--- src/rtl/dbg_cmd_responder_if.sv ---
// rtl/dbg_cmd_responder_if.sv - core halt handshake and data-memory debug port
// master (responder side): drives cpu_halt, mem_req, mem_we, mem_addr, mem_wdata;
//                          receives cpu_halted, mem_ack, mem_rdata
// slave (core/memory side): the mirror image
interface dbg_cmd_responder_if;
  logic        cpu_halt;
  logic        cpu_halted;
  logic        mem_req;
  logic        mem_we;
  logic [31:0] mem_addr;
  logic [31:0] mem_wdata;
  logic        mem_ack;
  logic [31:0] mem_rdata;

  modport master (
    output cpu_halt, mem_req, mem_we, mem_addr, mem_wdata,
    input  cpu_halted, mem_ack, mem_rdata
  );

  modport slave (
    input  cpu_halt, mem_req, mem_we, mem_addr, mem_wdata,
    output cpu_halted, mem_ack, mem_rdata
  );
endinterface

--- src/rtl/dbg_cmd_responder.sv ---
// rtl/dbg_cmd_responder.sv - debounced board command -> halt core -> one debug memory access
// clk, reset   : clock, synchronous active-high reset
// addr_in      : word index (bits [29:0] used), latched on acceptance
// data_in      : write data, latched on acceptance
// cmd          : 00 re-arm, 01 read, 10 write, 11 hold the core halted
// bus          : master side of the halt handshake and memory debug port
// data_out     : 16-bit display value (read data, write data, or EEEE on timeout)
// busy         : responder is not idle
// err          : sticky timeout flag, cleared by the next accepted read/write
module dbg_cmd_responder #(
  parameter int STABLE  = 16,
  parameter int TIMEOUT = 255
) (
  input  logic                       clk,
  input  logic                       reset,
  input  logic [31:0]                addr_in,
  input  logic [31:0]                data_in,
  input  logic [1:0]                 cmd,
  dbg_cmd_responder_if.master        bus,
  output logic [15:0]                data_out,
  output logic                       busy,
  output logic                       err
);

  localparam int SW = $clog2(STABLE + 1);
  localparam int TW = $clog2(TIMEOUT + 1);
  localparam logic [SW-1:0] STAB_MAX = SW'(STABLE);
  // Last ACCESS cycle index; the counter starts at 0 on entry, so ACCESS
  // lasts exactly TIMEOUT cycles.
  localparam logic [TW-1:0] TO_LAST  = TW'(TIMEOUT - 1);

  typedef enum logic [2:0] {
    S_IDLE,
    S_HALT_WAIT,
    S_ACCESS,
    S_DONE,
    S_HOLD
  } state_t;

  state_t          state;
  logic [1:0]      cmd_q;
  logic [SW-1:0]   stab_cnt;
  logic            cmd_ok;
  logic            armed;
  logic [TW-1:0]   tcnt;

  logic            halt_q;
  logic            req_q;
  logic            we_q;
  logic [31:0]     addr_q;
  logic [31:0]     wdata_q;

  logic            unused_bits;
  assign unused_bits = ^{addr_in[31:30], bus.mem_rdata[31:16]};

  assign bus.cpu_halt  = halt_q;
  assign bus.mem_req   = req_q;
  assign bus.mem_we    = we_q;
  assign bus.mem_addr  = addr_q;
  assign bus.mem_wdata = wdata_q;

  // Stability filter: a command level must hold for STABLE cycles after it
  // was first seen before cmd_ok rises. Runs in every state.
  always_ff @(posedge clk) begin
    if (reset) begin
      cmd_q    <= 2'b00;
      stab_cnt <= '0;
    end else if (cmd != cmd_q) begin
      cmd_q    <= cmd;
      stab_cnt <= '0;
    end else if (!cmd_ok) begin
      stab_cnt <= stab_cnt + 1'b1;
    end
  end

  assign cmd_ok = (stab_cnt == STAB_MAX);

  always_ff @(posedge clk) begin
    if (reset) begin
      state    <= S_IDLE;
      armed    <= 1'b0;
      tcnt     <= '0;
      halt_q   <= 1'b0;
      req_q    <= 1'b0;
      we_q     <= 1'b0;
      addr_q   <= '0;
      wdata_q  <= '0;
      data_out <= 16'h0000;
      busy     <= 1'b0;
      err      <= 1'b0;
    end else begin
      // A stable 00 re-arms from any state, so a command changed mid
      // transaction only takes effect after the current one finishes.
      if (cmd_ok && cmd_q == 2'b00) armed <= 1'b1;

      case (state)
        S_IDLE: begin
          if (cmd_ok && armed && (cmd_q == 2'b01 || cmd_q == 2'b10)) begin
            armed   <= 1'b0;
            addr_q  <= {addr_in[29:0], 2'b00};
            wdata_q <= data_in;
            we_q    <= cmd_q[1];
            err     <= 1'b0;
            halt_q  <= 1'b1;
            busy    <= 1'b1;
            state   <= S_HALT_WAIT;
          end else if (cmd_ok && cmd_q == 2'b11) begin
            halt_q  <= 1'b1;
            busy    <= 1'b1;
            state   <= S_HOLD;
          end
        end

        S_HALT_WAIT: begin
          if (bus.cpu_halted) begin
            req_q <= 1'b1;
            tcnt  <= '0;
            state <= S_ACCESS;
          end
        end

        S_ACCESS: begin
          // An ack in the final counted cycle still beats the timeout.
          if (bus.mem_ack) begin
            req_q    <= 1'b0;
            data_out <= we_q ? wdata_q[15:0] : bus.mem_rdata[15:0];
            state    <= S_DONE;
          end else if (tcnt == TO_LAST) begin
            req_q    <= 1'b0;
            data_out <= 16'hEEEE;
            err      <= 1'b1;
            state    <= S_DONE;
          end else begin
            tcnt <= tcnt + 1'b1;
          end
        end

        S_DONE: begin
          // First DONE cycle drops the halt request, second returns to idle,
          // giving the core one cycle to resume before a new command can start.
          if (halt_q) begin
            halt_q <= 1'b0;
          end else begin
            busy  <= 1'b0;
            state <= S_IDLE;
          end
        end

        S_HOLD: begin
          if (cmd_ok && cmd_q != 2'b11) begin
            halt_q <= 1'b0;
            busy   <= 1'b0;
            state  <= S_IDLE;
          end
        end

        default: begin
          halt_q <= 1'b0;
          req_q  <= 1'b0;
          busy   <= 1'b0;
          state  <= S_IDLE;
        end
      endcase
    end
  end

endmodule
--- src/flat_wrapper.sv ---
// flat-port wrapper written by rule: the top's interface ports become plain ports
module dbg_cmd_responder_flat 
#(
  parameter int STABLE  = 16,
  parameter int TIMEOUT = 255
)
  (clk, reset, addr_in, data_in, cmd, data_out, busy, err, bus_cpu_halt, bus_mem_req, bus_mem_we, bus_mem_addr, bus_mem_wdata, bus_cpu_halted, bus_mem_ack, bus_mem_rdata);
  dbg_cmd_responder_if bus_i ();
  input  logic clk;
  input  logic reset;
  input  logic [31:0] addr_in;
  input  logic [31:0] data_in;
  input  logic [1:0] cmd;
  output logic [15:0] data_out;
  output logic busy;
  output logic err;
  output wire logic [$bits(bus_i.cpu_halt)-1:0] bus_cpu_halt;
  output wire logic [$bits(bus_i.mem_req)-1:0] bus_mem_req;
  output wire logic [$bits(bus_i.mem_we)-1:0] bus_mem_we;
  output wire logic [$bits(bus_i.mem_addr)-1:0] bus_mem_addr;
  output wire logic [$bits(bus_i.mem_wdata)-1:0] bus_mem_wdata;
  input wire logic [$bits(bus_i.cpu_halted)-1:0] bus_cpu_halted;
  input wire logic [$bits(bus_i.mem_ack)-1:0] bus_mem_ack;
  input wire logic [$bits(bus_i.mem_rdata)-1:0] bus_mem_rdata;
  assign bus_cpu_halt = bus_i.cpu_halt;
  assign bus_mem_req = bus_i.mem_req;
  assign bus_mem_we = bus_i.mem_we;
  assign bus_mem_addr = bus_i.mem_addr;
  assign bus_mem_wdata = bus_i.mem_wdata;
  assign bus_i.cpu_halted = bus_cpu_halted;
  assign bus_i.mem_ack = bus_mem_ack;
  assign bus_i.mem_rdata = bus_mem_rdata;
  dbg_cmd_responder #(.STABLE(STABLE), .TIMEOUT(TIMEOUT)) u_core (.clk(clk), .reset(reset), .addr_in(addr_in), .data_in(data_in), .cmd(cmd), .bus(bus_i), .data_out(data_out), .busy(busy), .err(err));
endmodule
--- config.mk ---
export PLATFORM = sky130hd
export DESIGN_NAME = dbg_cmd_responder_flat
export DESIGN_NICKNAME = d
export VERILOG_FILES = /design/src/rtl/dbg_cmd_responder_if.sv /design/src/rtl/dbg_cmd_responder.sv /design/src/flat_wrapper.sv
export SDC_FILE = /design/constraint.sdc
export NUM_CORES = 1
export LEC_CHECK = 0
export ABC_AREA = 1
export CORE_MARGIN = 10
export CORE_UTILIZATION = 40
export DETAILED_ROUTE_END_ITERATION = 6
export PLACE_DENSITY = 0.76
export SYNTH_ARGS = -nofsm -noshare
export SYNTH_HDL_FRONTEND = slang
export SYNTH_SLANG_ARGS = --single-unit
--- constraint.sdc ---
create_clock -name clk -period 4.25 [get_ports clk]
set_clock_uncertainty 0.1 [all_clocks]
set_input_delay 0.85 -clock clk [delete_from_list [all_inputs] [get_ports clk]]
set_output_delay 0.85 -clock clk [all_outputs]
set_load 0.03 [all_outputs]
==> metrics, run 1 <==
area of the multi-input gates 2020 um2; Arrival @ worst endpoint 1.62 ns; relative max-transition margin 31.4%; part of the Yosys area used for sequential elements 45.7%; count of mapped cells out of synthesis 600; post-cts sizing count 0; minimum clock period 2.57 ns; Routability Congestion 0.860; number of nets in the finished design 851; pre-CTS WS 1.38 ns; TritonCTS clock tree done; x dimension of the die 126 um; launching element of the worst setup path u_core.bus.mem_we$_SDFFE_PP0P_; total global routing overflow 0; worst-path fanout max 19; net switching fraction of the power 38.0%; Final Setup Violations 0; endpoint kind of the worst setup timing path output port; initial antenna violation count 0; pin count of the biggest net entering global routing 70; number of fill cells 1002; remaining design rule violation count 0; final cycle utilization of the critical path 60.5%; die outline height 126 um; Yosys Warn Count 0; Max Root-Sink Buffers 2; area overhead of the layout relative to synthesis 41.0%; Netlist Area Pre-Place 4470 um2; clock input transition at the sequential cells of the worst setup and hold paths 0.09 ns; drt first pass iters 5; class of the tightest hold or removal check reg -> reg; upper clock frequency limit 0.389 GHz; library cell used as clock root buffer sky130_fd_sc_hd__clkbuf_8; total inserted antenna cells 0; total global-route track usage 16.7%; count of distinct cell types in the synthesized netlist 36; Worst Hold Launch u_core.busy$_SDFFE_PP0P_; power per cell area 388 nW/um2; type of origin of the critical path flip-flop; TritonCTS Sinks 102; Reg power frac 43.3%; Worst VDD drop 0.000317 V; unrepaired setup endpoints after global routing no; net switching power 0.928 mW; launching point of the worst reg2reg path u_core.cmd_q[1]$_SDFFE_PP0P_; final worst hold slack 0.369 ns; effective utilization at floorplan 41.0%; post-CTS setup repair buffer count 0; routed via count divided by cell count 5.04; number of buffers inserted during clock tree synthesis 9; result of the run completed; first-pass GRT wire length 22.3 mm; worst setup slack after layout 1.68 ns; Comb power frac 32.8%; Final Max Tran Viols 0; via count of the first global-routing pass 4427; antenna violation net count after detailed routing 0; count of buffers from port buffering 166; maximum level of the CTS H-tree 3; total number of vias 4473; endpoints failing hold 0; final total power 2.44 mW; source-to-sink clock delay at the later pin of the worst-skew pair 0.36 ns; max-cap check violation count 0; reported leakage power 2.41 nW; Setup TNS Final 0 ns; Iter 0 DRT Violations 263; hold buffers post-CTS 0; HPWL after detailed placement 10.1 mm; most common cell after layout, fill and taps aside sky130_fd_sc_hd__clkdlybuf4s50_1; register bit count reported by yosys 102; site row count 38; core footprint 10900 um2; Worst Setup Path Type reg -> out; register area 2040 um2; Avg Synthesized Cell Area 7.44 um2; measured slew at the worst slew-check pin 1.03 ns; Worst EP required 3.30 ns; average wire per standard cell 15.6 um; number of top-level pins 187; share of cells above drive strength 1 6.28%; final WL 13.8 mm; die footprint 15800 um2; Int Pwr 1.51 mW; clock network power share 23.9%; commonest non-fill, non-tap cells in the layout sky130_fd_sc_hd__clkdlybuf4s50_1 (165), sky130_fd_sc_hd__nand2_1 (159), sky130_fd_sc_hd__dfxtp_1 (102), sky130_fd_sc_hd__a21oi_1 (77), sky130_fd_sc_hd__o21ai_0 (46)
routing by layer:
metal	global-route usage, %	part of all wire (%)	routed length [um]	vias to the layer above
met5	0	0	0	-
met4	5.15	1.3	175	0
met3	8.64	12	1660	12
met2	26.6	46	6420	162
met1	19.0	40	5580	2054
li1	-	-	-	2245
per-stage QoR:
stage | cells | cell area [um2] | utilization [%]
2_1_floorplan | 601 | 4470 | -
3_3_place_gp | 872 | 6110 | 56.1
3_5_place_dp | 872 | 6110 | 56.1
4_1_cts | 888 | 6300 | 57.8
5_1_grt | 888 | 6300 | 57.8
6_report | 888 | 6300 | 57.8
synth_stat cells (all sizes together):
cell type	n	area [um2]
dfxtp	102	2040
a211oi	1	7.51
xnor2	2	17.5
nand4	4	25.0
nand3	18	95.1
a31oi	12	75.1
nand2	166	651
buf	17	145
a21oi	78	394
clkinv	2	10.0
clkbuf	22	85.1
nand3b	1	11.3
ha	6	75.1
nor3	1	5.00
nor3b	2	15.0
conb	1	3.75
o21ai	66	330
xor2	4	35.0
inv	43	164
nor2	39	183
or2	1	6.26
o31ai	12	90.1
layout make-up:
cell class | count | area share [%]
Clock inverter | 5 | 0.536
Inverter | 45 | 2.76
Clock buffer | 11 | 2.40
Multi-Input combinational cell | 415 | 32.1
Timing Repair Buffer | 170 | 27.0
Tap cell | 140 | 2.78
Sequential cell | 102 | 32.4
power by group through the flow:
| stage | clock network [mW] | logic [mW] | registers, mW |
|---|---|---|---|
| after floorplan | 0 | 0.512 | 1.13 |
| after global placement | 0 | 0.786 | 1.08 |
| after detailed placement | 0 | 0.802 | 1.08 |
| after CTS | 0.599 | 0.805 | 1.06 |
| after global routing | 0.636 | 0.892 | 1.07 |
| final | 0.583 | 0.800 | 1.06 |
flip-flops by register name (all words and copies together), names as in the netlist:
signal,cells
u_core.bus.mem_wdata,32
u_core.bus.mem_addr,30
u_core.data_out,16
u_core.tcnt,8
u_core.stab_cnt,5
u_core.state,3
u_core.cmd_q,2
u_core.armed,1
u_core.bus.cpu_halt,1
u_core.bus.mem_req,1
u_core.bus.mem_we,1
u_core.busy,1
u_core.err,1
critical path, stage by stage, from the launching register on:
cell	delay, ns
sky130_fd_sc_hd__dfxtp_1	0.32
sky130_fd_sc_hd__buf_4	0.23
sky130_fd_sc_hd__clkdlybuf4s50_1	0.72
kinds of logic after synthesis:
| group | Yosys count | synth area share [%] |
|---|---|---|
| buffers and inverters | 84 | 9.05 |
| xor gates and xnor gates | 6 | 1.18 |
| adders and majority gates | 6 | 1.68 |
| DFF | 102 | 45.7 |
| other | 1 | 0.0840 |
| and+or+nand+nor | 232 | 22.2 |
| AOI/OAI and AO/OA | 169 | 20.1 |
path summary, 6_finish.rpt:
check | slack (ns) | cells past startpoint | to
setup / recovery | 1.68 | 2 | bus_mem_we
hold / removal | 0.37 | 2 | u_core.busy$_SDFFE_PP0P_
setup reg to reg | 1.69 | 8 | u_core.bus.mem_addr[20]$_SDFFE_PP0P_
hold reg to reg | 0.37 | 2 | u_core.busy$_SDFFE_PP0P_
Note: power is estimated with default switching activity, not from simulation.
==> inputs of run 2 (changes only) <==
Clock period 4.25 ns to 2.55 ns, I/O delays scaled along.
==> run 2 against run 1 <==
Compared with the run above: sequential cell count stayed put; global-route usage about the same; cell area increased by 1.1%; die area unchanged; combinational power rose by 71%; setup slack got worse by 1.2 ns; critical endpoint is now bus_mem_wdata[15].
==> metrics, run 2 (same netlist as run 1, synthesis figures left out) <==
first-pass GRT wire length 22.3 mm (-0.34%); die footprint 15800 um2 (unchanged); launching element of the worst setup path u_core.bus.mem_wdata[15]$_SDFFE_PP0P_; final WL 13.9 mm (+0.40%); Arrival @ worst endpoint 1.46 ns (-0.16 ns); pin count of the biggest net entering global routing 45 (-36%); max-cap check violation count 0 (unchanged); number of standard cells in the layout, taps in and fillers out 894 (+0.68%); total number of vias 4456 (-0.38%); Max Root-Sink Buffers 2 (unchanged); endpoints failing hold 0 (unchanged); Worst Setup Path Type reg -> out; minimum clock period 2.07 ns; average wire per standard cell 15.5 um (-0.28%); result of the run completed; library cell used as clock root buffer sky130_fd_sc_hd__clkbuf_8; HPWL after detailed placement 10.4 mm (+3.1%); total inserted antenna cells 0 (unchanged); clock network power share 23.9% (about the same); share of cells above drive strength 1 6.90% (+0.61 points); site row count 38 (unchanged); reg-to-reg critical path endpoint u_core.data_out[12]$_SDFFE_PP0P_; clock input transition at the sequential cells of the worst setup and hold paths 0.09 ns (about the same); worst-path fanout max 3 (-16); area overhead of the layout relative to synthesis 42.6%; relative max-transition margin 58.9% (+27 points); number of nets in the finished design 857 (+0.71%); unrepaired setup endpoints after global routing no; upper clock frequency limit 0.483 GHz; count of buffers from port buffering 166 (unchanged); routed via count divided by cell count 4.98 (-1.0%); Iter 0 DRT Violations 200 (-24%); net switching fraction of the power 37.4% (-0.56 points); post-CTS setup repair buffer count 0 (unchanged); Comb power frac 33.3% (+0.5 points); Worst EP required 1.94 ns (-1.36 ns); reported leakage power 2.45 nW (+1.7%); endpoint kind of the worst setup timing path output port; Routability Congestion 0.851 (-1.1%); post-cts sizing count 0 (unchanged); net switching power 1.54 mW (+66%); Worst VDD drop 0.000319 V (+0.52%); maximum level of the CTS H-tree 3 (unchanged); TritonCTS clock tree done; Final Setup Violations 0 (unchanged); final cycle utilization of the critical path 81.1%; critical path endpoint bus_mem_wdata[15]; core footprint 10900 um2 (unchanged); most common cell after layout, fill and taps aside sky130_fd_sc_hd__clkdlybuf4s50_1; Reg power frac 42.8% (-0.5 points); source-to-sink clock delay at the later pin of the worst-skew pair 0.36 ns (about the same); Setup TNS Final 0 ns (unchanged); longest individual stage delay on the worst path 0.72 ns (about the same); number of buffer and inverter instances along the worst setup path 1 (-1); launching point of the worst reg2reg path u_core.tcnt[1]$_SDFFE_PP0P_; effective utilization at floorplan 41.0% (unchanged); total global routing overflow 0 (unchanged); number of placed instances, taps included 878 (+0.69%); initial antenna violation count 0 (unchanged); Cell Chain, Critical Path clkdlybuf4s50_1; number of top-level pins 187 (unchanged); total global-route track usage 16.7% (-0.020 points); power per cell area 646 nW/um2 (+67%); die outline height 126 um (unchanged); number of flip-flops in the largest register 32 (unchanged); class of the tightest hold or removal check reg -> reg; x dimension of the die 126 um (unchanged); hold buffers post-CTS 0 (unchanged); final worst hold slack 0.365 ns (-0.00348 ns); worst reg-to-reg path cell count 8 (unchanged); number of buffers inserted during clock tree synthesis 9 (unchanged); drt first pass iters 4 (-1); remaining design rule violation count 0 (unchanged); measured slew at the worst slew-check pin 0.616 ns (-0.411 ns); commonest non-fill, non-tap cells in the layout sky130_fd_sc_hd__clkdlybuf4s50_1 (165), sky130_fd_sc_hd__nand2_1 (159), sky130_fd_sc_hd__dfxtp_1 (102), sky130_fd_sc_hd__a21oi_1 (77), sky130_fd_sc_hd__o21ai_0 (46); Final Max Tran Viols 0 (unchanged); Int Pwr 2.57 mW (+70%); TritonCTS Sinks 102 (unchanged); type of origin of the critical path flip-flop; via count of the first global-routing pass 4400 (-0.61%); cell type of the slowest stage on the worst timing path sky130_fd_sc_hd__clkdlybuf4s50_1; cell depth of the worst setup path 1 (-1); antenna violation net count after detailed routing 0 (unchanged); setup slack, reg-to-reg 0.63 ns (-1.06 ns); family with the most delay on the worst path buffers and inverters
[run 2: changes by cell type in the layout (fill, tap and decap cells not counted), sizes merged]
cell      change
buf           +6
clkbuf        +2
clkinv        -1
clkinvlp      -1
[run 2: through the flow]
step | worst slack, ns | util (%) | instance area (um2) | total power [mW]
final | 0.481 | 58.5 | 6370 | 4.12
after detailed placement | 0.523 | 56.8 | 6180 | 3.16
after floorplan | 0.850 | - | 4470 | 2.74
after global routing | 0.384 | 58.5 | 6370 | 4.35
after global placement | 0.548 | 56.8 | 6180 | 3.13
after CTS | 0.453 | 58.5 | 6370 | 4.14
[run 2: worst min path at each step]
stage,from,endpoint,slack [ns],depth (start not counted)
after global routing,u_core.data_out[12]$_SDFFE_PP0P_,u_core.data_out[12]$_SDFFE_PP0P_,0.39,2
after detailed placement,u_core.data_out[0]$_SDFFE_PP0P_,u_core.data_out[0]$_SDFFE_PP0P_,0.35,2
after global placement,u_core.data_out[4]$_SDFFE_PP0P_,u_core.data_out[4]$_SDFFE_PP0P_,0.35,2
final,u_core.data_out[0]$_SDFFE_PP0P_,u_core.data_out[0]$_SDFFE_PP0P_,0.37,2
after floorplan,u_core.stab_cnt[4]$_SDFFE_PP0P_,u_core.stab_cnt[4]$_SDFFE_PP0P_,0.35,2
after CTS,u_core.data_out[0]$_SDFFE_PP0P_,u_core.data_out[0]$_SDFFE_PP0P_,0.37,2
[run 2: cell type report]
| cell class | count | area [um2] |
|---|---|---|
| Clock buffer | 13 | 169 |
| Clock inverter | 3 | 17.5 |
| Fill cell | 996 | 4520 |
| Inverter | 45 | 174 |
| Multi-Input combinational cell | 415 | 2020 |
| Sequential cell | 102 | 2040 |
| Tap cell | 140 | 175 |
| Timing Repair Buffer | 176 | 1770 |
[run 2: tightest hold or removal path: cells and delay by family (launching register included)]
kind | cells | cell delay [ns]
DFF | 1 | 0.32
AOI/OAI and AO/OA | 1 | 0.05
and+or+nand+nor | 1 | 0.06
[run 2: power groups by stage]
stage | clock network, mW | logic, mW | registers (mW)
after global placement | 0 | 1.34 | 1.79
after global routing | 1.06 | 1.51 | 1.78
after floorplan | 0 | 0.853 | 1.88
after CTS | 1.01 | 1.37 | 1.76
final | 0.983 | 1.37 | 1.76
after detailed placement | 0 | 1.37 | 1.80
[run 2: metal layers]
layer / track usage, % / share of wire [%] / vias to the layer above
met3: 8.64 / 12 / 14
met2: 26.5 / 45 / 160
li1: - / - / 2251
met1: 19.2 / 42 / 2031
met5: 0 / 0 / -
met4: 4.81 / 1.3 / 0
==> inputs of run 3 (changes only) <==
Clock period 2.55 ns to 1.98 ns, I/O delays scaled along.
==> run 3 against run 2 <==
Compared with the run above: combinational power rose by 32%; die area is the same; first-iteration DRC count increased by 5.5%; clock power increased by 58%; sequential cell count unchanged; sequential power grew 29%; via count up 1.7%; cell area grew 2.2%; total power is 37% higher; critical path type unchanged; critical endpoint is now bus_mem_wdata[5]; critical path depth is the same; wire length grew 1.6%; global-route usage grew 0.28 points.
==> metrics, run 3 (same netlist as run 1, synthesis figures left out) <==
result of the run completed; Final Max Tran Viols 0 (unchanged); post-CTS setup repair buffer count 0 (unchanged); Setup TNS Final 0 ns (unchanged); final cycle utilization of the critical path 98.2%; Max Root-Sink Buffers 2 (unchanged); upper clock frequency limit 0.514 GHz; antenna violation net count after detailed routing 0 (unchanged); initial antenna violation count 0 (unchanged); number of top-level pins 187 (unchanged); total global-route track usage 16.9% (+0.28 points); pre-CTS WS 0.0419 ns (-0.481 ns); TritonCTS clock tree done; maximum level of the CTS H-tree 3 (unchanged); source-to-sink clock delay at the later pin of the worst-skew pair 0.36 ns (about the same); net switching fraction of the power 35.9% (-1.5 points); total inserted antenna cells 0 (unchanged); via count of the first global-routing pass 4512 (+2.5%); Routability Congestion 0.842 (-1.1%); endpoints failing hold 0 (unchanged); worst setup slack after layout 0.0348 ns (-0.447 ns); type of origin of the critical path flip-flop; Int Pwr 3.61 mW (+40%); Worst EP required 1.48 ns (-0.46 ns); HPWL after detailed placement 10.4 mm (-0.16%); class of the tightest hold or removal check in -> reg; final WL 14.1 mm (+1.6%); net switching power 2.02 mW (+31%); unrepaired setup endpoints after global routing no; x dimension of the die 126 um (unchanged); remaining design rule violation count 0 (unchanged); Cell Chain, Critical Path clkdlybuf4s50_1; core footprint 10900 um2 (unchanged); site row count 38 (unchanged); worst-path fanout max 3 (unchanged); Arrival @ worst endpoint 1.45 ns (about the same); Worst Setup Path Type reg -> out; first-pass GRT wire length 22.8 mm (+2.3%); area overhead of the layout relative to synthesis 45.8%; TritonCTS Sinks 102 (unchanged); average wire per standard cell 15.7 um (+1.4%); cell type of the slowest stage on the worst timing path sky130_fd_sc_hd__clkdlybuf4s50_1; number of fill cells 1016 (+2.0%); total number of vias 4530 (+1.7%); family with the most delay on the worst path buffers and inverters; die outline height 126 um (unchanged); count of buffers from port buffering 166 (unchanged); number of buffer and inverter instances along the worst setup path 1 (unchanged); clock network power share 27.5% (+3.6 points); reported leakage power 2.65 nW (+8.2%); clock input transition at the sequential cells of the worst setup and hold paths 0.10 ns (about the same); share of cells above drive strength 1 7.67% (+0.78 points); commonest non-fill, non-tap cells in the layout sky130_fd_sc_hd__nand2_1 (159), sky130_fd_sc_hd__clkdlybuf4s50_1 (155), sky130_fd_sc_hd__dfxtp_1 (101), sky130_fd_sc_hd__a21oi_1 (77), sky130_fd_sc_hd__o21ai_0 (46); power per cell area 865 nW/um2 (+34%); total global routing overflow 0 (unchanged); endpoint kind of the worst setup timing path output port; die footprint 15800 um2 (unchanged); routed via count divided by cell count 5.06 (+1.4%); drt first pass iters 5 (+1); number of nets in the finished design 859 (+0.23%); number of flip-flops in the largest register 32 (unchanged); Final Setup Violations 0 (unchanged); most common cell after layout, fill and taps aside sky130_fd_sc_hd__nand2_1; effective utilization at floorplan 41.0% (unchanged); Worst VDD drop 0.000545 V (+71%); final total power 5.63 mW (+37%); Comb power frac 32.2% (-1.1 points); library cell used as clock root buffer sky130_fd_sc_hd__clkbuf_8; pin count of the biggest net entering global routing 52 (+16%); max-cap check violation count 0 (unchanged); number of buffers inserted during clock tree synthesis 9 (unchanged); Reg power frac 40.3% (-2.5 points); Iter 0 DRT Violations 211 (+5.5%); longest individual stage delay on the worst path 0.70 ns (-0.02 ns); minimum clock period 1.95 ns
## run 3: cell types whose count changed in the layout (fill, tap and decap cells not counted), moves of 2 or more
cell                              change
sky130_fd_sc_hd__bufinv_16            +2
sky130_fd_sc_hd__clkinv_2             -2
sky130_fd_sc_hd__buf_12               +2
sky130_fd_sc_hd__dlymetal6s2s_1       +7
sky130_fd_sc_hd__dlygate4sd2_1        +2
sky130_fd_sc_hd__clkdlybuf4s50_1     -10
## run 3: layout make-up
cell class              instances  area [um2]  area share [%]
inverters                      45         174            2.67
multi-input cells             415        2030            31.2
clock buffers                  12         165            2.54
well taps                     140         175            2.69
flip-flops and latches        102        2040            31.4
clock inverters                 4        76.3            1.17
repair buffers                178        1840            28.3
## run 3: power groups by stage
stage / clock [mW] / sequential [mW] / combinational, mW
6_report: 1.55 / 2.27 / 1.81
3_3_place_gp: 0 / 2.31 / 1.77
4_1_cts: 1.58 / 2.27 / 1.81
3_5_place_dp: 0 / 2.32 / 1.80
2_1_floorplan: 0 / 2.43 / 1.10
5_1_grt: 1.65 / 2.29 / 1.99
## run 3: path summary, 6_finish.rpt
path	startpoint	endpoint	slack [ns]	cells past startpoint
min	reset	u_core.state[2]$_SDFFE_PP0P_	0.36	4
max	u_core.bus.mem_wdata[5]$_SDFFE_PP0P_	bus_mem_wdata[5]	0.03	1
min reg2reg	u_core.data_out[12]$_SDFFE_PP0P_	u_core.data_out[12]$_SDFFE_PP0P_	0.37	2
max reg2reg	u_core.cmd_q[0]$_SDFFE_PP0P_	u_core.bus.mem_wdata[28]$_SDFFE_PP0P_	0.16	8
## run 3: metal layers
metal | vias to the layer above | wire, um | GRT usage [%] | part of all wire, %
li1 | 2264 | - | - | -
met1 | 2093 | 5740 | 18.6 | 41
met2 | 157 | 6540 | 27.6 | 46
met3 | 16 | 1610 | 8.93 | 11
met4 | 0 | 225 | 5.62 | 1.6
met5 | - | 0 | 0 | 0
## run 3: repair_timing
action,in CTS,in global routing
resized for setup,2,11
pin swaps,0,1
endpoints found under the setup margin,2,61
hold buffers,0,0
cloned,0,1
## run 3: through the flow
step / hold WS (ns) / utilization, % / cells / area [um2]
2_1_floorplan: 0.348 / - / 601 / 4470
3_3_place_gp: 0.349 / 57.1 / 879 / 6210
3_5_place_dp: 0.355 / 57.1 / 879 / 6210
4_1_cts: 0.359 / 59.3 / 895 / 6450
5_1_grt: 0.370 / 59.8 / 896 / 6510
6_report: 0.362 / 59.8 / 896 / 6510
